`config.mk`:
```
export PLATFORM = sky130hd
export DESIGN_NAME = ff256_pow_ctrl_flat
export DESIGN_NICKNAME = d
export VERILOG_FILES = /design/src/rtl/ff256_pow_ctrl_if.sv /design/src/rtl/ff256_pow_ctrl.sv /design/src/flat_wrapper.sv
export SDC_FILE = /design/constraint.sdc
export NUM_CORES = 1
export LEC_CHECK = 0
export ABC_AREA = 1
export BUFFER_PORTS_ARGS = -buffer_cell sky130_fd_sc_hd__buf_2
export CORE_MARGIN = 1
export CORE_UTILIZATION = 56
export DETAILED_ROUTE_END_ITERATION = 8
export MAX_ROUTING_LAYER = met4
export PLACE_DENSITY_LB_ADDON = 0.3
export SLEW_MARGIN = 15
export SYNTH_ARGS = -nofsm -noshare
export SYNTH_HDL_FRONTEND = slang
export SYNTH_HIERARCHICAL = 1
export SYNTH_SLANG_ARGS = --single-unit
export TNS_END_PERCENT = 20
```
`constraint.sdc`:
```
create_clock -name clk -period 2.55 [get_ports clk]
set_input_delay 0.51 -clock clk [delete_from_list [all_inputs] [get_ports clk]]
set_output_delay 0.51 -clock clk [all_outputs]
set_load 0.01 [all_outputs]
```
`src/rtl/ff256_pow_ctrl_if.sv`:
```
// Request/response bundle for the GF(2^8) exponentiation controller.
// The requester drives start and the operands; the controller returns the result, busy and done.
interface ff256_pow_ctrl_if;
  logic       start;
  logic [7:0] base_in;
  logic [7:0] exp_in;
  logic [7:0] result_out;
  logic       busy;
  logic       done;

  modport master (
    output start,
    output base_in,
    output exp_in,
    input  result_out,
    input  busy,
    input  done
  );

  modport slave (
    input  start,
    input  base_in,
    input  exp_in,
    output result_out,
    output busy,
    output done
  );
endinterface

```
`src/rtl/ff256_pow_ctrl.sv`:
```
// GF(2^8) exponentiation a^e, field polynomial x^8+x^4+x^3+x+1 (0x11B).
// Left-to-right square-and-multiply over one time-shared multiplier, fixed 16-edge latency.

module ff256_mult_xfx_mult (
  input  logic [7:0] i_a,
  output logic [7:0] o_y
);
  // Multiply by x, folding the overflow term back with the low byte of 0x11B
  assign o_y = {i_a[6:0], 1'b0} ^ (i_a[7] ? 8'h1B : 8'h00);
endmodule

module ff256_mult_multiplier (
  input  logic [7:0] i_a,
  input  logic [7:0] i_b,
  output logic [7:0] o_p
);
  logic [7:0] w_x0, w_x1, w_x2, w_x3, w_x4, w_x5, w_x6, w_x7;

  assign w_x0 = i_a;
  ff256_mult_xfx_mult u_xt1 (.i_a(w_x0), .o_y(w_x1));
  ff256_mult_xfx_mult u_xt2 (.i_a(w_x1), .o_y(w_x2));
  ff256_mult_xfx_mult u_xt3 (.i_a(w_x2), .o_y(w_x3));
  ff256_mult_xfx_mult u_xt4 (.i_a(w_x3), .o_y(w_x4));
  ff256_mult_xfx_mult u_xt5 (.i_a(w_x4), .o_y(w_x5));
  ff256_mult_xfx_mult u_xt6 (.i_a(w_x5), .o_y(w_x6));
  ff256_mult_xfx_mult u_xt7 (.i_a(w_x6), .o_y(w_x7));

  // Each set bit of b selects the matching a*x^k partial product
  assign o_p = ({8{i_b[0]}} & w_x0) ^ ({8{i_b[1]}} & w_x1) ^
               ({8{i_b[2]}} & w_x2) ^ ({8{i_b[3]}} & w_x3) ^
               ({8{i_b[4]}} & w_x4) ^ ({8{i_b[5]}} & w_x5) ^
               ({8{i_b[6]}} & w_x6) ^ ({8{i_b[7]}} & w_x7);
endmodule

module ff256_pow_ctrl (
  input  logic               clk,
  input  logic               rst,
  ff256_pow_ctrl_if.slave    bus
);
  typedef enum logic [1:0] {
    S_IDLE = 2'd0,
    S_SQR  = 2'd1,
    S_MUL  = 2'd2,
    S_DONE = 2'd3
  } state_t;

  state_t     r_state;
  state_t     w_nextState;
  logic [7:0] r_acc;
  logic [7:0] r_baseReg;
  logic [7:0] r_expReg;
  logic [2:0] r_bitIdx;
  logic [7:0] r_opA;
  logic [7:0] r_opB;
  logic [7:0] r_result;
  logic       r_busy;
  logic       r_done;
  logic [7:0] w_prod;
  logic [7:0] w_mulAcc;

  ff256_mult_multiplier u_mul (
    .i_a (r_opA),
    .i_b (r_opB),
    .o_p (w_prod)
  );

  // In MUL the product is kept only when the current exponent bit is set
  assign w_mulAcc = r_expReg[r_bitIdx] ? w_prod : r_acc;

  always_ff @(posedge clk or posedge rst) begin
    if (rst) begin
      r_state <= S_IDLE;
    end else begin
      r_state <= w_nextState;
    end
  end

  always_comb begin
    w_nextState = r_state;
    case (r_state)
      S_IDLE:  if (bus.start) w_nextState = S_SQR;
      S_SQR:   w_nextState = S_MUL;
      S_MUL:   w_nextState = (r_bitIdx == 3'd0) ? S_DONE : S_SQR;
      S_DONE:  w_nextState = S_IDLE;
      default: w_nextState = S_IDLE;
    endcase
  end

  // Operand registers are loaded one edge ahead so the multiplier already
  // sees (acc,acc) in SQR and (acc,base) in MUL.
  always_ff @(posedge clk or posedge rst) begin
    if (rst) begin
      r_acc     <= 8'h01;
      r_baseReg <= 8'h00;
      r_expReg  <= 8'h00;
      r_bitIdx  <= 3'd7;
      r_opA     <= 8'h01;
      r_opB     <= 8'h01;
      r_result  <= 8'h00;
      r_busy    <= 1'b0;
      r_done    <= 1'b0;
    end else begin
      case (r_state)
        S_IDLE: begin
          if (bus.start) begin
            r_baseReg <= bus.base_in;
            r_expReg  <= bus.exp_in;
            r_acc     <= 8'h01;
            r_bitIdx  <= 3'd7;
            r_opA     <= 8'h01;
            r_opB     <= 8'h01;
            r_busy    <= 1'b1;
          end
        end
        S_SQR: begin
          r_acc <= w_prod;
          r_opA <= w_prod;
          r_opB <= r_baseReg;
        end
        S_MUL: begin
          r_acc <= w_mulAcc;
          r_opA <= w_mulAcc;
          r_opB <= w_mulAcc;
          if (r_bitIdx == 3'd0) begin
            r_result <= w_mulAcc;
            r_done   <= 1'b1;
          end else begin
            r_bitIdx <= r_bitIdx - 3'd1;
          end
        end
        S_DONE: begin
          r_done <= 1'b0;
          r_busy <= 1'b0;
        end
        default: begin
          r_done <= 1'b0;
          r_busy <= 1'b0;
        end
      endcase
    end
  end

  assign bus.result_out = r_result;
  assign bus.busy       = r_busy;
  assign bus.done       = r_done;

  a_doneWhileBusy: assert property (@(posedge clk) disable iff (rst) r_done |-> r_busy);
  a_donePulse:     assert property (@(posedge clk) disable iff (rst) r_done |=> !r_done);
  a_idleNotBusy:   assert property (@(posedge clk) disable iff (rst) (r_state == S_IDLE) |-> !r_busy);
endmodule
```
`src/flat_wrapper.sv`:
```
// flat-port wrapper written by rule: the top's interface ports become plain ports
module ff256_pow_ctrl_flat 
  (clk, rst, bus_start, bus_base_in, bus_exp_in, bus_result_out, bus_busy, bus_done);
  ff256_pow_ctrl_if bus_i ();
  input  logic clk;
  input  logic rst;
  input wire logic [$bits(bus_i.start)-1:0] bus_start;
  input wire logic [$bits(bus_i.base_in)-1:0] bus_base_in;
  input wire logic [$bits(bus_i.exp_in)-1:0] bus_exp_in;
  output wire logic [$bits(bus_i.result_out)-1:0] bus_result_out;
  output wire logic [$bits(bus_i.busy)-1:0] bus_busy;
  output wire logic [$bits(bus_i.done)-1:0] bus_done;
  assign bus_i.start = bus_start;
  assign bus_i.base_in = bus_base_in;
  assign bus_i.exp_in = bus_exp_in;
  assign bus_result_out = bus_i.result_out;
  assign bus_busy = bus_i.busy;
  assign bus_done = bus_i.done;
  ff256_pow_ctrl u_core (.clk(clk), .rst(rst), .bus(bus_i));
endmodule
```
==> flow_summary.json <==
{
  "status": "complete, no violations",
  "cts_made_buffers": 5,
  "crit_required_ns": 2.74,
  "top_level_ports": 29,
  "dr.pass1.iters": 5,
  "grt_util_all_layers_pct": 26.8,
  "syn_area_um2": 4470,
  "sequential_element_share_of_the_synthesized_area_pct": 26.5,
  "area_share_of_the_leading_cell_type_in_the_synthesized_netlist_pct": 31.3,
  "period_minus_slack_ns": 2.42,
  "cts_htree_levels": 2,
  "cellPowerDensity_nw_per_um2": 1230,
  "cp-end-kind": "flop",
  "leakage_nw": 2.79,
  "grt_pass1_vias": 4071,
  "synth.avg_cell_area_um2": 5.99,
  "overflow": 0,
  "routed-via-count": 4433,
  "worstMarginPinSlew_ns": 0.643,
  "start_kind": "flop",
  "syn_inst": 745,
  "cts_buffer_depth": 2,
  "hold_class": "primary input to asynchronous set/reset pin",
  "synth-edff-count": 0,
  "max_vdd_drop_uv": 713,
  "pre_cts_ws_ns": 0.00779,
  "hpwl_mm": 7.81,
  "maxSlewViolCount": 0,
  "drv_cap": 0,
  "worst_path_largest_cell_delay_ns": 0.45,
  "synth.top_cells.by_count": "nand2_1, inv_1, nand3_1",
  "finalHoldViolations": 0,
  "placementRows": 32,
  "dieWidth_um": 91.3,
  "synthesized_nets": 771,
  "timing.clock.skew_ns": 0.00876,
  "postPlaceCellArea_um2": 4460,
  "final.setup.worst_slack_ns": 0.128,
  "final.hold.worst_slack_ns": 0.353,
  "grt_antenna_before_repair": 0,
  "drt_iter0_markers": 244,
  "clock-root-buffer": "clkbuf_8",
  "detail_routed_net_length_per_standard_cell_um": 12.5,
  "synth.most_common_cell": "nand2_1",
  "grt_first_pass_wirelength_mm": 17.8,
  "setup_viol": 0,
  "timing.setup.critical_path_class": "flop to flop",
  "clk_latency_ns": 0.30,
  "drc_errors": 0,
  "critPathMaxFanout": 6,
  "synth.area.top_cells": "nand2_1, dfrtp_1, nand3_1, inv_1, buf_4",
  "fin_nets": 783,
  "core-area_um2": 7730,
  "effective_utilization_at_floorplan_pct": 57.8,
  "antenna_cells": 0,
  "synthFlopType": "dfrtp_1",
  "netlist-cell-type-count": 30,
  "syn_to_final_growth_pct": 7.90,
  "ys_seq_elements": 47,
  "grt_start_max_net_pins": 48,
  "worst-endpoint-arrival_ns": 2.61,
  "yosysWarnings": 6,
  "grt_setup_unrepaired": "true",
  "wirelength_mm": 10.7,
  "timing.critical_path.max_delay_family": "simple AND/OR/NAND/NOR gates",
  "maxSlewHeadroom_pct": 57.1,
  "die_area_um2": 8340,
  "clock_sinks": 47,
  "drt.antenna.violating_nets": 0,
  "post_route_cells_drive_above_1_share_pct": 21.5,
  "crit_path_top_delay_cell": "dfrtp_2",
  "critical-path-top-cell-by-count": "nand2_2",
  "via_per_inst": 5.15,
  "clk_pin_slew_ns": 0.09,
  "timing.critical_path.cells": "inv_2 -> nand2_1 -> nand2_2 -> inv_1 -> nand2_1 -> nand2_2 -> inv_2 -> nand2_2 -> nand2_4 -> nand2_2 -> nand2_2 -> nand2_2 -> xnor2_2 -> nand2_1 -> nand2_2 -> nor2_1 -> nor2_2 -> inv_1 -> nand3_2 -> buf_4 -> nand3_1 -> nand2_1",
  "layout_cell_area_excl_fill_um2": 4820,
  "placement.io_buffers": 28,
  "yosys.area.top_type": "nand2_1",
  "async_reset_ff_share_pct": 100,
  "dieHeight_um": 91.3,
  "max_clock_freq_ghz": 0.413,
  "finalCritPeriodShare_pct": 95.0,
  "instances_no_fill": 860,
  "place_congestion": 0.883,
  "tritoncts": "yes",
  "worst-path-buf-inv": 5,
  "place_inst": 840
}
cell type report:
cell class,count,area [um^2]
tap,102,128
fill,710,2910
inverter,99,374
clock inverter,2,35.0
clock buffer,6,82.6
sequential,47,1190
timing repair buffer,61,388
multi-input combinational,543,2630
per-stage QoR:
| step | setup TNS, ns | power [mW] | utilization (%) |
|---|---|---|---|
| after detailed placement | 0 | 4.83 | 57.7 |
| final | 0 | 5.92 | 62.4 |
| after floorplan | 0 | 4.33 | - |
| after global placement | 0 | 4.69 | 57.7 |
| after global routing | -0.426 | 6.45 | 62.4 |
| after CTS | 0 | 5.44 | 59.2 |
worst min-delay path: cells and delay by family:
family                 cells  cell delay, ns
buffers and inverters      3            0.61
report_power, final:
group          switching (mW)  internal [mW]  total, mW
Sequential              0.325           1.07       1.39
Combinational            2.57           1.39       3.96
Clock                   0.252          0.317      0.569
Total                    3.14           2.78       5.92
flip-flops by register name, indices dropped and copies added, names as in the netlist:
name and flops:
u_core/bus.result_out 8, u_core/r_baseReg 8, u_core/r_expReg 8, u_core/r_opA 8, u_core/r_opB 8, u_core/r_bitIdx 3
u_core/r_state 2, u_core/bus.busy 1, u_core/bus.done 1
what timing repair did:
item,4_1_cts,5_1_grt
hold buffers,0,0
resized for setup,2,46
pin swaps,0,23
endpoints found under the hold margin,0,0
setup buffers,0,12
setup endpoints to repair,6,24
logic make-up after synthesis:
logic type      share of synthesized area, %
compound gates                          3.14
simple gates                            47.0
buf+inv                                 18.1
flops                                   26.5
xor+xnor                                3.33
fa+ha+maj                               1.96
worst paths after layout:
path                       cells after the start                                    to                             from  slack (ns)
min reg2reg                                    2       u_core/r_baseReg[5]$_DFFE_PP0P_  u_core/r_baseReg[5]$_DFFE_PP0P_        0.49
min in group clk                               3       u_core/r_baseReg[0]$_DFFE_PP0P_                   bus_base_in[0]        0.40
max reg2reg                                   22  u_core/bus.result_out[4]$_DFFE_PP0P_      u_core/r_opA[7]$_DFFE_PP0P_        0.13
min                                            3         u_core/r_state[1]$_DFFE_PP0P_                              rst        0.35
max in group asynchronous                      3           u_core/r_opA[7]$_DFFE_PP0P_                              rst        1.77
max                                           22  u_core/bus.result_out[4]$_DFFE_PP0P_      u_core/r_opA[7]$_DFFE_PP0P_        0.13
metal layers:
metal  track usage (%)  vias up  share of wire [%]
met4              9.92        0                2.0
li1                  -     2235                  -
met3              3.60       22                4.6
met5                 -        -                  0
met2              45.1      126                 50
met1              32.8     2050                 43
cells in the final DEF, fill, tap and decap left out, drive strengths merged:
cell	netlist	routed
nand2	393	393
inv	99	99
nand3	77	77
buf	50	61
dfrtp	42	42
nor2	21	21
o21ai	17	17
xnor2	16	16
ha	7	7
clkbuf	6	6
a21oi	6	6
dfstp	5	5
a31oi	2	2
clkinv	0	1
bufinv	0	1
nor3	1	1
a2bb2oi	1	1
xor2	1	1
nand3b	1	1
Power figures use the tool's default switching activity.
